File: config.mk
export PLATFORM = sky130hd
export DESIGN_NAME = ervp_tl2axi_request_scheduler
export DESIGN_NICKNAME = d
export VERILOG_FILES = /design/src/rtl/ervp_tl2axi_request_scheduler.sv
export SDC_FILE = /design/constraint.sdc
export NUM_CORES = 1
export LEC_CHECK = 0
export ABC_AREA = 1
export BUFFER_PORTS_ARGS = -buffer_cell sky130_fd_sc_hd__buf_2
export CAP_MARGIN = 0
export CORE_ASPECT_RATIO = 1.2
export CORE_MARGIN = 3
export CORE_UTILIZATION = 45
export DETAILED_ROUTE_END_ITERATION = 10
export GPL_ROUTABILITY_DRIVEN = 0
export GPL_TIMING_DRIVEN = 0
export HOLD_SLACK_MARGIN = 0.06
export PLACE_DENSITY = 0.78
export SLEW_MARGIN = 20
export SYNTH_ARGS = -nofsm -noshare
export SYNTH_HDL_FRONTEND = slang
export SYNTH_SLANG_ARGS = --single-unit
File: constraint.sdc
create_clock -name clk -period 2.8 [get_ports clk]
set_input_delay 0.14 -clock clk [delete_from_list [all_inputs] [get_ports clk]]
set_output_delay 0.14 -clock clk [all_outputs]
set_load 0.05 [all_outputs]
File: src/rtl/ervp_tl2axi_request_scheduler.sv
// ervp_tl2axi_request_scheduler
//   Purpose : turns single-beat TileLink-UL A requests into AXI AR or AW+W
//             transactions and queues a response record per transaction for
//             the response converter.
//   Latency : A handshake in cycle N -> awvalid/arvalid and *_info_valid in
//             cycle N+1; one request per 2 cycles at best.
//   Backpressure: a_ready is low while a transaction is in flight or while
//             the target record FIFO is full; AXI valids hold until ready.
//   Ports   : clk/rst; TileLink A (a_*); AXI AW/W/AR masters; wr_info_* and
//             rd_info_* record FIFO heads with pop strobes.
//   Config  : `define TL2AXI_SCHED_EARLY_W_EN raises wvalid together with
//             awvalid; otherwise W waits for the AW handshake.

// Small record FIFO. Pop on empty is dropped; push is never issued when full
// because the scheduler gates a_ready on the full flag.
module ervp_tl2axi_request_scheduler_info_fifo #(
  parameter int BW_REC = 8,
  parameter int DEPTH  = 4
) (
  input  logic              clk,
  input  logic              rst,
  input  logic              push,
  input  logic [BW_REC-1:0] push_rec,
  input  logic              pop,
  output logic              valid,
  output logic              full,
  output logic [BW_REC-1:0] head
);
  localparam int BW_PTR = $clog2(DEPTH);
  localparam int BW_CNT = BW_PTR + 1;

  logic [BW_REC-1:0] mem [DEPTH];
  logic [BW_PTR-1:0] wr_ptr;
  logic [BW_PTR-1:0] rd_ptr;
  logic [BW_CNT-1:0] cnt;
  logic              do_pop;

  assign do_pop = pop && (cnt != '0);
  assign valid  = (cnt != '0);
  assign full   = (cnt == BW_CNT'(DEPTH));
  assign head   = mem[rd_ptr];

  always_ff @(posedge clk or posedge rst) begin
    if (rst) begin
      wr_ptr <= '0;
      rd_ptr <= '0;
      cnt    <= '0;
    end else begin
      // Pointers wrap naturally because DEPTH is a power of two.
      if (push)   wr_ptr <= wr_ptr + BW_PTR'(1);
      if (do_pop) rd_ptr <= rd_ptr + BW_PTR'(1);
      case ({push, do_pop})
        2'b10:   cnt <= cnt + BW_CNT'(1);
        2'b01:   cnt <= cnt - BW_CNT'(1);
        default: cnt <= cnt;
      endcase
    end
  end

  // Storage needs no reset: the counter alone decides what is valid.
  always_ff @(posedge clk) begin
    if (push) mem[wr_ptr] <= push_rec;
  end
endmodule

module ervp_tl2axi_request_scheduler #(
  parameter int BW_ADDR         = 32,
  parameter int BW_DATA         = 32,
  parameter int BW_SIZE         = 3,
  parameter int BW_SOURCE       = 4,
  parameter int MAX_OUTSTANDING = 4
) (
  input  logic                              clk,
  input  logic                              rst,
  input  logic                              a_valid,
  output logic                              a_ready,
  input  logic [2:0]                        a_opcode,
  input  logic [BW_SIZE-1:0]                a_size,
  input  logic [BW_SOURCE-1:0]              a_source,
  input  logic [BW_ADDR-1:0]                a_address,
  input  logic [BW_DATA/8-1:0]              a_mask,
  input  logic [BW_DATA-1:0]                a_data,
  output logic                              awvalid,
  input  logic                              awready,
  output logic [BW_ADDR-1:0]                awaddr,
  output logic [7:0]                        awlen,
  output logic [2:0]                        awsize,
  output logic [1:0]                        awburst,
  output logic                              wvalid,
  input  logic                              wready,
  output logic [BW_DATA-1:0]                wdata,
  output logic [BW_DATA/8-1:0]              wstrb,
  output logic                              wlast,
  output logic                              arvalid,
  input  logic                              arready,
  output logic [BW_ADDR-1:0]                araddr,
  output logic [7:0]                        arlen,
  output logic [2:0]                        arsize,
  output logic [1:0]                        arburst,
  output logic                              wr_info_valid,
  output logic [3+BW_SIZE+BW_SOURCE+1-1:0]  wr_info,
  input  logic                              wr_info_pop,
  output logic                              rd_info_valid,
  output logic [3+BW_SIZE+BW_SOURCE+1-1:0]  rd_info,
  input  logic                              rd_info_pop
);
  localparam int BW_STRB = BW_DATA / 8;
  localparam int BW_INFO = 3 + BW_SIZE + BW_SOURCE + 1;

`ifdef TL2AXI_SCHED_EARLY_W_EN
  localparam logic EARLY_W = 1'b1;
`else
  localparam logic EARLY_W = 1'b0;
`endif

  typedef enum logic [1:0] {IDLE, WRITE, READ} state_t;

  state_t               state;
  logic [BW_ADDR-1:0]   addr_q;
  logic [BW_SIZE-1:0]   size_q;
  logic [BW_STRB-1:0]   mask_q;
  logic [BW_DATA-1:0]   data_q;
  logic                 aw_done;
  logic                 w_done;

  logic                 is_write_req;
  logic                 wr_full;
  logic                 rd_full;
  logic                 a_fire;
  logic                 aw_fire;
  logic                 w_fire;
  logic                 ar_fire;
  logic [2:0]           rec_opcode;
  logic                 rec_denied;
  logic [BW_INFO-1:0]   new_rec;

  // PutFull (0) and PutPartial (1) are writes; everything else goes out as a
  // read, with unsupported opcodes flagged as denied in the record.
  assign is_write_req = (a_opcode == 3'd0) || (a_opcode == 3'd1);
  assign rec_opcode   = is_write_req ? 3'd0 : 3'd1;
  assign rec_denied   = !is_write_req && (a_opcode != 3'd4);
  assign new_rec      = {rec_opcode, a_size, a_source, rec_denied};

  // rst gates a_ready directly so it is low for the whole reset pulse.
  assign a_ready = !rst && (state == IDLE) && (is_write_req ? !wr_full : !rd_full);
  assign a_fire  = a_valid && a_ready;
  assign aw_fire = awvalid && awready;
  assign w_fire  = wvalid && wready;
  assign ar_fire = arvalid && arready;

  ervp_tl2axi_request_scheduler_info_fifo #(
    .BW_REC (BW_INFO),
    .DEPTH  (MAX_OUTSTANDING)
  ) u_wr_info (
    .clk      (clk),
    .rst      (rst),
    .push     (a_fire && is_write_req),
    .push_rec (new_rec),
    .pop      (wr_info_pop),
    .valid    (wr_info_valid),
    .full     (wr_full),
    .head     (wr_info)
  );

  ervp_tl2axi_request_scheduler_info_fifo #(
    .BW_REC (BW_INFO),
    .DEPTH  (MAX_OUTSTANDING)
  ) u_rd_info (
    .clk      (clk),
    .rst      (rst),
    .push     (a_fire && !is_write_req),
    .push_rec (new_rec),
    .pop      (rd_info_pop),
    .valid    (rd_info_valid),
    .full     (rd_full),
    .head     (rd_info)
  );

  always_ff @(posedge clk or posedge rst) begin
    if (rst) begin
      state   <= IDLE;
      addr_q  <= '0;
      size_q  <= '0;
      mask_q  <= '0;
      data_q  <= '0;
      awvalid <= 1'b0;
      wvalid  <= 1'b0;
      arvalid <= 1'b0;
      aw_done <= 1'b0;
      w_done  <= 1'b0;
    end else begin
      case (state)
        IDLE: begin
          if (a_fire) begin
            addr_q <= a_address;
            size_q <= a_size;
            mask_q <= a_mask;
            data_q <= a_data;
            if (is_write_req) begin
              state   <= WRITE;
              awvalid <= 1'b1;
              wvalid  <= EARLY_W;
              aw_done <= 1'b0;
              w_done  <= 1'b0;
            end else begin
              state   <= READ;
              arvalid <= 1'b1;
            end
          end
        end
        WRITE: begin
          if (aw_fire) begin
            awvalid <= 1'b0;
            aw_done <= 1'b1;
            // Late-W mode: W is released only once the slave has taken AW.
            if (!EARLY_W) wvalid <= 1'b1;
          end
          if (w_fire) begin
            wvalid <= 1'b0;
            w_done <= 1'b1;
          end
          // Leave as soon as the last of the two handshakes lands, which
          // can be both in the same cycle.
          if ((aw_done || aw_fire) && (w_done || w_fire)) begin
            state   <= IDLE;
            aw_done <= 1'b0;
            w_done  <= 1'b0;
          end
        end
        READ: begin
          if (ar_fire) begin
            arvalid <= 1'b0;
            state   <= IDLE;
          end
        end
        default: state <= IDLE;
      endcase
    end
  end

  assign awaddr  = addr_q;
  assign awlen   = 8'd0;
  assign awsize  = 3'(size_q);
  assign awburst = 2'b01;
  assign wdata   = data_q;
  assign wstrb   = mask_q;
  assign wlast   = 1'b1;
  assign araddr  = addr_q;
  assign arlen   = 8'd0;
  assign arsize  = 3'(size_q);
  assign arburst = 2'b01;
endmodule

==> results of run 1 <==
## worst paths after layout
| check | depth (start not counted) | to | startpoint | slack, ps |
|---|---|---|---|---|
| hold / removal | 4 | wvalid | wready | 90 |
| setup reg to reg | 11 | u_wr_info.cnt[2] | u_wr_info.cnt[1] | 310 |
| max in group asynchronous | 4 | araddr[23] | rst | 1930 |
| hold reg to reg | 2 | aw_done | aw_done | 470 |
| min in group asynchronous | 3 | u_rd_info.rd_ptr[1] | rst | 270 |
| setup / recovery | 11 | u_wr_info.cnt[2] | u_wr_info.cnt[1] | 310 |
## kinds of logic after synthesis
group           synth area share
flops                     0.6238
xor+xnor                 0.01101
simple gates             0.09860
other cells             0.001049
fa+ha+maj                0.02308
buf+inv                   0.1406
compound gates            0.1019
## per-stage QoR
stage | TNS [ps] | area [um^2] | total power [mW] | setup slack, ps
6_report | 0 | 9956 | 13.05 | 307.4
5_1_grt | 0 | 9956 | 13.70 | 46.56
4_1_cts | 0 | 9956 | 13.01 | 230.6
3_5_place_dp | 0 | 8607 | 10.60 | 258.5
3_3_place_gp | -86080 | 8574 | 10.46 | -945.3
2_1_floorplan | 0 | 7243 | 8.976 | 268.0
## cell type report
class	instances	area, um^2
inverters	109	414.1
well taps	204	255.2
clock inverters	13	145.1
repair buffers	293	1874
fillers	1076	5310
multi-input cells	353	1773
flip-flops and latches	164	4464
clock buffers	19	432.9
plain buffers	83	596.8
## per-layer routing
layer,part of all wire,track usage,vias up
met5,0,0,-
met3,0.071,0.05399,46
met1,0.37,0.2606,2825
met4,0.030,0.09785,0
met2,0.53,0.4052,284
li1,-,-,2802
## power by group
part | internal, mW | switching (mW) | total (mW) | leakage, nW
Sequential | 3.20 | 0.509 | 3.71 | 1.79
Combinational | 1.76 | 5.28 | 7.04 | 2.92
Clock | 1.33 | 0.974 | 2.30 | 0.278
Total | 6.29 | 6.76 | 13.0 | 4.99
## worst register-to-register path, delay by kind of cell (launching register included)
kind | cells | cell delay [ps]
buffers and inverters | 2 | 270
flip-flops | 1 | 390
AND/OR/NAND/NOR | 4 | 690
adder cells (fa/ha/maj) | 2 | 590
AO/OA/AOI/OAI | 2 | 270
XOR/XNOR | 1 | 150
## layout by cell type (no fill, tap or decap), types with 2 or more instances in the layout
cell           count
buf_2            215
inv_1            103
nand2_1           96
dfrtp_1           92
dlygate4sd3_1     77
edfxtp_1          72
o21ai_1           70
buf_4             60
nor2_1            53
o21ai_0           42
conb_1            25
o22ai_1           18
clkbuf_1          17
clkbuf_16         17
ha_1              10
buf_6              8
inv_6              8
xor2_1             7
nand3_1            6
a21oi_1            4
inv_2              3
clkinv_1           3
nand4_1            3
nand2_2            2
nor2_4             2
a31oi_1            2
xnor2_1            2
fa_1               2
bufinv_16          2
clkinvlp_4         2
## registers in the layout, summed over array words and instances, names as in the netlist
signal	count
u_wr_info.rd_ptr	2
state	2
arvalid	1
u_rd_info.cnt	3
wstrb	4
wdata	32
awvalid	1
wvalid	1
arsize	3
aw_done	1
u_wr_info.mem	36
u_rd_info.wr_ptr	2
w_done	1
u_rd_info.rd_ptr	2
araddr	32
u_rd_info.mem	36
u_wr_info.cnt	3
u_wr_info.wr_ptr	2
==> flow_summary.toml, run 1 <==
[outcome]
outcome = "finished, final reports clean"

[timing]
fmax_mhz = 401.2
grt_setup_unrepaired = "no"
maxSlewViolCount = 0
hold_slack_ps = 92.69
period_needed_ps = 2493
fin_worst_skew_ps = 12.30
slew_headroom = 0.4037
fin_crit_sh = 0.8902
hold_viol = 0
setup_viol = 0
worst_pin_slew_ps = 891.2

[worst_setup_path]
cpPeakStageDelay_ps = 390
path_cells = "nor2_1 -> nand3_1 -> nand4_4 -> nor2_4 -> inv_1 -> ha_1 -> inv_1 -> fa_1 -> a21oi_1 -> o21ai_0 -> xor2_1"
worstPathArrival_ps = 2790
critPathCaptureType = "flip-flop"
cp_max_fo = 9
critPathKind = "reg2reg"
crit_top_cell = "inv_1"
worstPathRequired_ps = 3090
crit_buf_inv = 2
cp_top_family = "simple AND/OR/NAND/NOR gates"
crit_path_start_kind = "flip-flop"
slowest_stage = "dfrtp_1"

[clock_tree]
holdBufCountCts = 77
htree_levels = 4
cts_resized = 0
cts_root_buf = "clkbuf_16"
worstSkewPairLatency_ps = 430
cts_made_buffers = 17
clkSinkCount = 164
cts_buffer_depth = 2
cts.reportedPaths.clkPinSlew_ps = 70
postCtsSetupRepairBufs = 0
cts_tree = "yes"

[placement]
dp_cells = 1129
hpwl_um = 12550
io_buffer_count = 215

[final_layout]
area_growth_syn_to_layout_pct = 39.11
fin_util = 0.6522
final_cells = 1238
layout-drive-gt1-share = 0.3153
fin_nets = 1119
diodes = 0

[synth]
synth_top_flop_cell = "dfrtp_1"
ys_warn_count = 0
ys_seq_area_frac = 0.6238
synth_edf_count = 72
synth_top_area_cell = "dfrtp_1"
synth_top_area_share = 0.3217
synth-seq-cells = 164
synth.area.top_cells = "dfrtp_1 32%, edfxtp_1 30%, buf_4 6.3%, inv_1 5.5%, nand2_1 5.0%"
netlist_area_um2 = 7157
avgSynthCellArea_um2 = 10.43
syn-instance-count = 686
async_flop_share = 0.5610
synth_common_cells = "104 x inv_1, 96 x nand2_1, 92 x dfrtp_1"
yosysMostFrequentCell = "inv_1"
synth.distinct_cells = 33

[run]
maxCapViolations = 0

[grt]
grt_first_pass_wirelength_um = 30630
antenna_found_initial = 0
grt_pass1_vias = 6037
grt_max_degree = 66
grt-ovfl-total = 0
grtUsageTotal = 0.2269

[power]
p_leak_nw = 4.991
power.density_nw_per_um2 = 1311
ir_drop_v = 0.001048

[die]
io_pins = 241
std_cell_rows = 49
fp.coreArea_um2 = 15270
die_h_um = 144.2
die_area_um2 = 17460
initial_core_util = 0.4688
fp.dieW_um = 121.1

[route]
drtIter0Drc = 480
viasPerCell = 4.812
routed_wirelength_um = 19760
vias = 5957
wl_per_cell_um = 15.96
ant_nets = 0
drc = 0
dr.pass1.iters = 5

[worst_hold_path]
hold_path_class = "in2reg"
(Power assumes the default switching activity.)
==> inputs of run 2 (changes only) <==
clock period = 2.3 ns   (was 2.8 ns; I/O delays follow)
==> run 2 against run 1 <==
Sequential power rose by 22%; die area did not move; clock power rose by 16%; clock-buffer cell count fell by 2; routed wire length fell by 4.1%; core utilization rose by 0.49 points; critical path depth did not move.
==> flow_summary.toml, run 2 (synthesis gave the netlist of run 1 again) <==
[outcome]
outcome = "finished, final reports clean"

[worst_setup_path]
cpPeakStageDelay_ps = 400
crit_buf_inv = 2
path_cells = "nor2_1 -> nand3_2 -> nand4_4 -> nor2_4 -> clkinvlp_4 -> ha_1 -> inv_1 -> fa_1 -> a21oi_1 -> o21ai_0 -> xor2_1"
critPathKind = "reg2reg"
worstPathRequired_ps = 2600
r2r_slack_ps = 130
r2r-start = "u_wr_info.cnt[1]"
cp_max_fo = 5
slowest_stage = "dfrtp_1"
worstPathArrival_ps = 2470
critPathCaptureType = "flip-flop"
crit_path_start_kind = "flip-flop"
cp_top_family = "simple AND/OR/NAND/NOR gates"
rr_endpoint = "u_wr_info.cnt[2]"
reg2reg_depth = 11

[grt]
grtUsageMet2 = 0.3958
grt_first_pass_wirelength_um = 29520
grt-ovfl-total = 0
met1_usage = 0.2357
grt_max_degree = 35
busiest_layer = "met2"
met3_usage = 0.05986
grt_pass1_vias = 5946
antenna_found_initial = 0
grtUsageTotal = 0.2175

[timing]
period_needed_ps = 2168
fmax_mhz = 461.3
maxSlewViolCount = 0
hold_viol = 0
fin_worst_skew_ps = 16.21
setup_viol = 0
worst_pin_slew_ps = 759.7
fin_crit_sh = 0.9425
slew_headroom = 0.4917
fin_setup_tns_ps = 0
layout_setup_ws_ps = 132.3

[route]
drc = 0
viasPerCell = 4.740
drtIter0Drc = 324
ant_nets = 0
routed_wirelength_um = 18940
wl_per_cell_um = 15.23
vias = 5896
dr.pass1.iters = 4

[final_layout]
fin_nets = 1125
layout-drive-gt1-share = 0.3346
reg_top3 = "u_rd_info.mem x36, u_wr_info.mem x36"
final_common_cell = "buf_2"
diodes = 0
seq_area_um2 = 4467
final_cells = 1244
fillers = 1144
area_growth_syn_to_layout_pct = 40.16
multi_input_area_um2 = 1808
final_cell_mix = "215 x buf_2, 102 x inv_1, 96 x nand2_1, 90 x dfrtp_1, 77 x dlygate4sd3_1"

[placement]
io_buffer_count = 215
dp_cells = 1130
hpwl_um = 12180
place_ws_ps = -294.3

[die]
fp.dieW_um = 121.1
initial_core_util = 0.4688
io_pins = 241
die_area_um2 = 17460
die_h_um = 144.2
fp.coreArea_um2 = 15270
std_cell_rows = 49

[worst_hold_path]
hold-path-endpoint = "wvalid"
hold_path_class = "in2reg"
hold_depth = 4
min_from = "wready"

[run]
maxCapViolations = 0

[clock_tree]
cts_buffer_depth = 2
clkSinkCount = 164
cts.reportedPaths.clkPinSlew_ps = 60
htree_levels = 4
cts_root_buf = "clkbuf_16"
cts_made_buffers = 17
worstSkewPairLatency_ps = 430
cts_tree = "yes"

[power]
power.density_nw_per_um2 = 1575
ir_drop_v = 0.001422
power_mw = 15.80
p_leak_nw = 5.004
run 2: timing repair:
| action | 4_1_cts | 5_1_grt |
|---|---|---|
| endpoints found under the setup margin | 40 | 59 |
| buffers inserted | 4 | 2 |
| resized for setup | 6 | 12 |
| gates cloned | 0 | 0 |
| pin swaps | 1 | 1 |
| endpoints found under the hold margin | 154 | 0 |
| hold buffers | 77 | 0 |
run 2: power by group:
group          switching [mW]  internal (mW)
combinational            6.43           2.19
sequential              0.618           3.90
clock                    1.17           1.49
total                    8.22           7.58
run 2: how the worst max path moves through the flow:
stage / start / endpoint / slack, ps / depth (start not counted)
6_report: u_wr_info.cnt[1] / u_wr_info.cnt[2] / 130 / 11
5_1_grt: u_wr_info.cnt[1] / u_wr_info.cnt[2] / -3 / 11
4_1_cts: u_rd_info.rd_ptr[0] / rd_info[0] / 0.8 / 5
3_5_place_dp: state[1] / u_wr_info.mem[3][2] / -290 / 7
3_3_place_gp: state[1] / u_wr_info.mem[3][2] / -230 / 7
2_1_floorplan: u_rd_info.cnt[0] / u_wr_info.cnt[2] / 220 / 11
run 2: metal layers:
metal	wire length, um	vias up
met5	0	-
met4	614	0
met3	1215	50
met2	10300	242
met1	6813	2778
li1	-	2826
run 2: worst min-delay path: cells and delay by family:
family,cells,cell delay [ps]
simple gates,3,270
buf+inv,1,70
run 2: layout make-up:
cell class / instances / area share
clock buffers: 17 / 0.04241
clock inverters: 15 / 0.01310
flip-flops and latches: 164 / 0.4453
plain buffers: 82 / 0.05937
multi-input cells: 353 / 0.1802
well taps: 204 / 0.02545
inverters: 109 / 0.04154
repair buffers: 300 / 0.1926
run 2: through the flow:
step | area, um^2 | hold WS, ps | util
CTS | 9991 | 78.40 | 0.6545
floorplan | 7247 | 213.9 | -
global route | 10030 | 125.3 | 0.6571
detailed placement | 8618 | 290.9 | 0.5645
finish | 10030 | 88.80 | 0.6571
global placement | 8578 | 351.4 | 0.5619
==> inputs of run 3 (changes only) <==
==> constraint.sdc (replaced) <==
create_clock -name clk -period 2.1 [get_ports clk]
set_input_delay 0.105 -clock clk [delete_from_list [all_inputs] [get_ports clk]]
set_output_delay 0.105 -clock clk [all_outputs]
set_load 0.1 [all_outputs]
==> run 3 against run 2 <==
Routed wire length increased by 7.0%; core utilization up 2.9 points; die area unchanged; maximum frequency is 5.5% higher; cell area grew 4.4%; global-route usage increased by 1.5 points; clock skew down 0.66 ps; setup slack got worse by 87 ps; first-iteration DRC count rose by 23%; worst hold slack got worse by 17 ps; flip-flop and latch count unchanged; critical path type unchanged; critical endpoint is now u_wr_info.cnt[1]; highest routed layer unchanged.
==> flow_summary.toml, run 3 (synthesis gave the netlist of run 1 again) <==
[outcome]
outcome = "finished, final reports clean"

[grt]
grt_pass1_vias = 6038
grt-ovfl-total = 0
grt_max_degree = 36
antenna_found_initial = 0
grt_first_pass_wirelength_um = 31310
grtUsageTotal = 0.2328

[timing]
fin_worst_skew_ps = 15.56
slew_headroom = 0.5165
fin_crit_sh = 0.9783
setup_viol = 0
maxSlewViolCount = 0
hold_slack_ps = 71.70
grt_setup_unrepaired = "yes"
fmax_mhz = 486.8
worst_pin_slew_ps = 725.3
period_needed_ps = 2054
hold_viol = 0

[worst_setup_path]
path_cells = "inv_2 -> nand2_4 -> nor2_4 -> nand4_4 -> nor2_4 -> clkinvlp_4 -> ha_4 -> inv_4 -> fa_2 -> o21ai_2"
critPathCaptureType = "flip-flop"
crit_top_cell = "nor2_4"
worstPathArrival_ps = 2380
r2r-start = "state[0]"
cpPeakStageDelay_ps = 430
worstPathRequired_ps = 2430
cp-startpoint = "state[0]"
crit_path_start_kind = "flip-flop"
slowest_stage = "fa_2"
crit_buf_inv = 3
cp_max_fo = 4
cp_top_family = "adder cells"
critPathKind = "reg2reg"

[clock_tree]
cts_tree = "yes"
cts_made_buffers = 17
worstSkewPairLatency_ps = 430
cts_buffer_depth = 2
cts.reportedPaths.clkPinSlew_ps = 60
htree_levels = 4
cts_root_buf = "clkbuf_16"
clkSinkCount = 164

[route]
viasPerCell = 4.783
dr.pass1.iters = 5
ant_nets = 0
vias = 6036
drc = 0
wl_per_cell_um = 16.06
routed_wirelength_um = 20270
drtIter0Drc = 400

[final_layout]
final_common_cell = "buf_2"
fin_nets = 1143
diodes = 0
final_cell_mix = "198 x buf_2, 101 x inv_1, 95 x nand2_1, 93 x buf_4, 89 x dfrtp_1"
area_growth_syn_to_layout_pct = 46.33
reg_top3 = "u_rd_info.mem x36, u_wr_info.mem x36"
layout-drive-gt1-share = 0.3762

[die]
initial_core_util = 0.4688
die_h_um = 144.2
std_cell_rows = 49
io_pins = 241
fp.dieW_um = 121.1
die_area_um2 = 17460
fp.coreArea_um2 = 15270

[placement]
io_buffer_count = 215
hpwl_um = 12540

[worst_hold_path]
hold_path_class = "in2reg"
min_from = "wready"

[run]
maxCapViolations = 0
run 3: path summary, 6_finish.rpt:
| kind | to | slack [ps] | depth (start not counted) |
|---|---|---|---|
| worst max-delay path | u_wr_info.cnt[1] | 50 | 10 |
| worst min-delay path | wvalid | 70 | 4 |
| worst max register to register | u_wr_info.cnt[1] | 50 | 10 |
| worst min register to register | w_done | 470 | 2 |
| max in group asynchronous | u_wr_info.cnt[1] | 1130 | 4 |
| min in group asynchronous | state[1] | 370 | 3 |
run 3: per-stage QoR:
step                      setup TNS, ps  instance area [um^2]  setup slack [ps]    util  instances
after CTS                        -109.8                 10320            -56.46  0.6758       1249
after floorplan                       0                  7362             7.396       -        709
final                                 0                 10470             45.62  0.6860       1262
after global routing             -22.57                 10470            -22.57  0.6860       1262
after detailed placement         -22340                  8733            -533.6  0.5721       1130
after global placement           -18750                  8693            -512.5  0.5695       1128
run 3: final cells by class:
class                   count  area (um^2)
well taps                 204        255.2
plain buffers              82        600.6
clock inverters            12        115.1
repair buffers            318         2131
multi-input cells         353         2002
flip-flops and latches    164         4468
clock buffers              20        480.5
fillers                  1032         4793
inverters                 109        420.4
run 3: worst reg2reg max path: cells and delay by family (launching register included):
family                   cells  cell delay (ps)
AO/OA/AOI/OAI                1              150
AND/OR/NAND/NOR              4              520
buffers and inverters        3              280
adder cells (fa/ha/maj)      2              610
flip-flops                   1              420
run 3: repair_timing:
action | in CTS | in global routing
resized for setup | 45 | 18
pin swaps | 5 | 8
endpoints found under the hold margin | 153 | 1
hold buffers | 77 | 1
endpoints found under the setup margin | 95 | 46
setup buffers | 10 | 13
run 3: per-layer routing:
layer,GRT usage,vias up,share of wire
li1,-,2853,-
met1,0.2673,2869,0.36
met2,0.4218,272,0.54
met3,0.05556,42,0.071
met4,0.08771,0,0.024
met5,0,-,0
Power of run 3 is not shown: default switching activity piles up to over one toggle a cycle in this logic, so the estimate is an artifact.
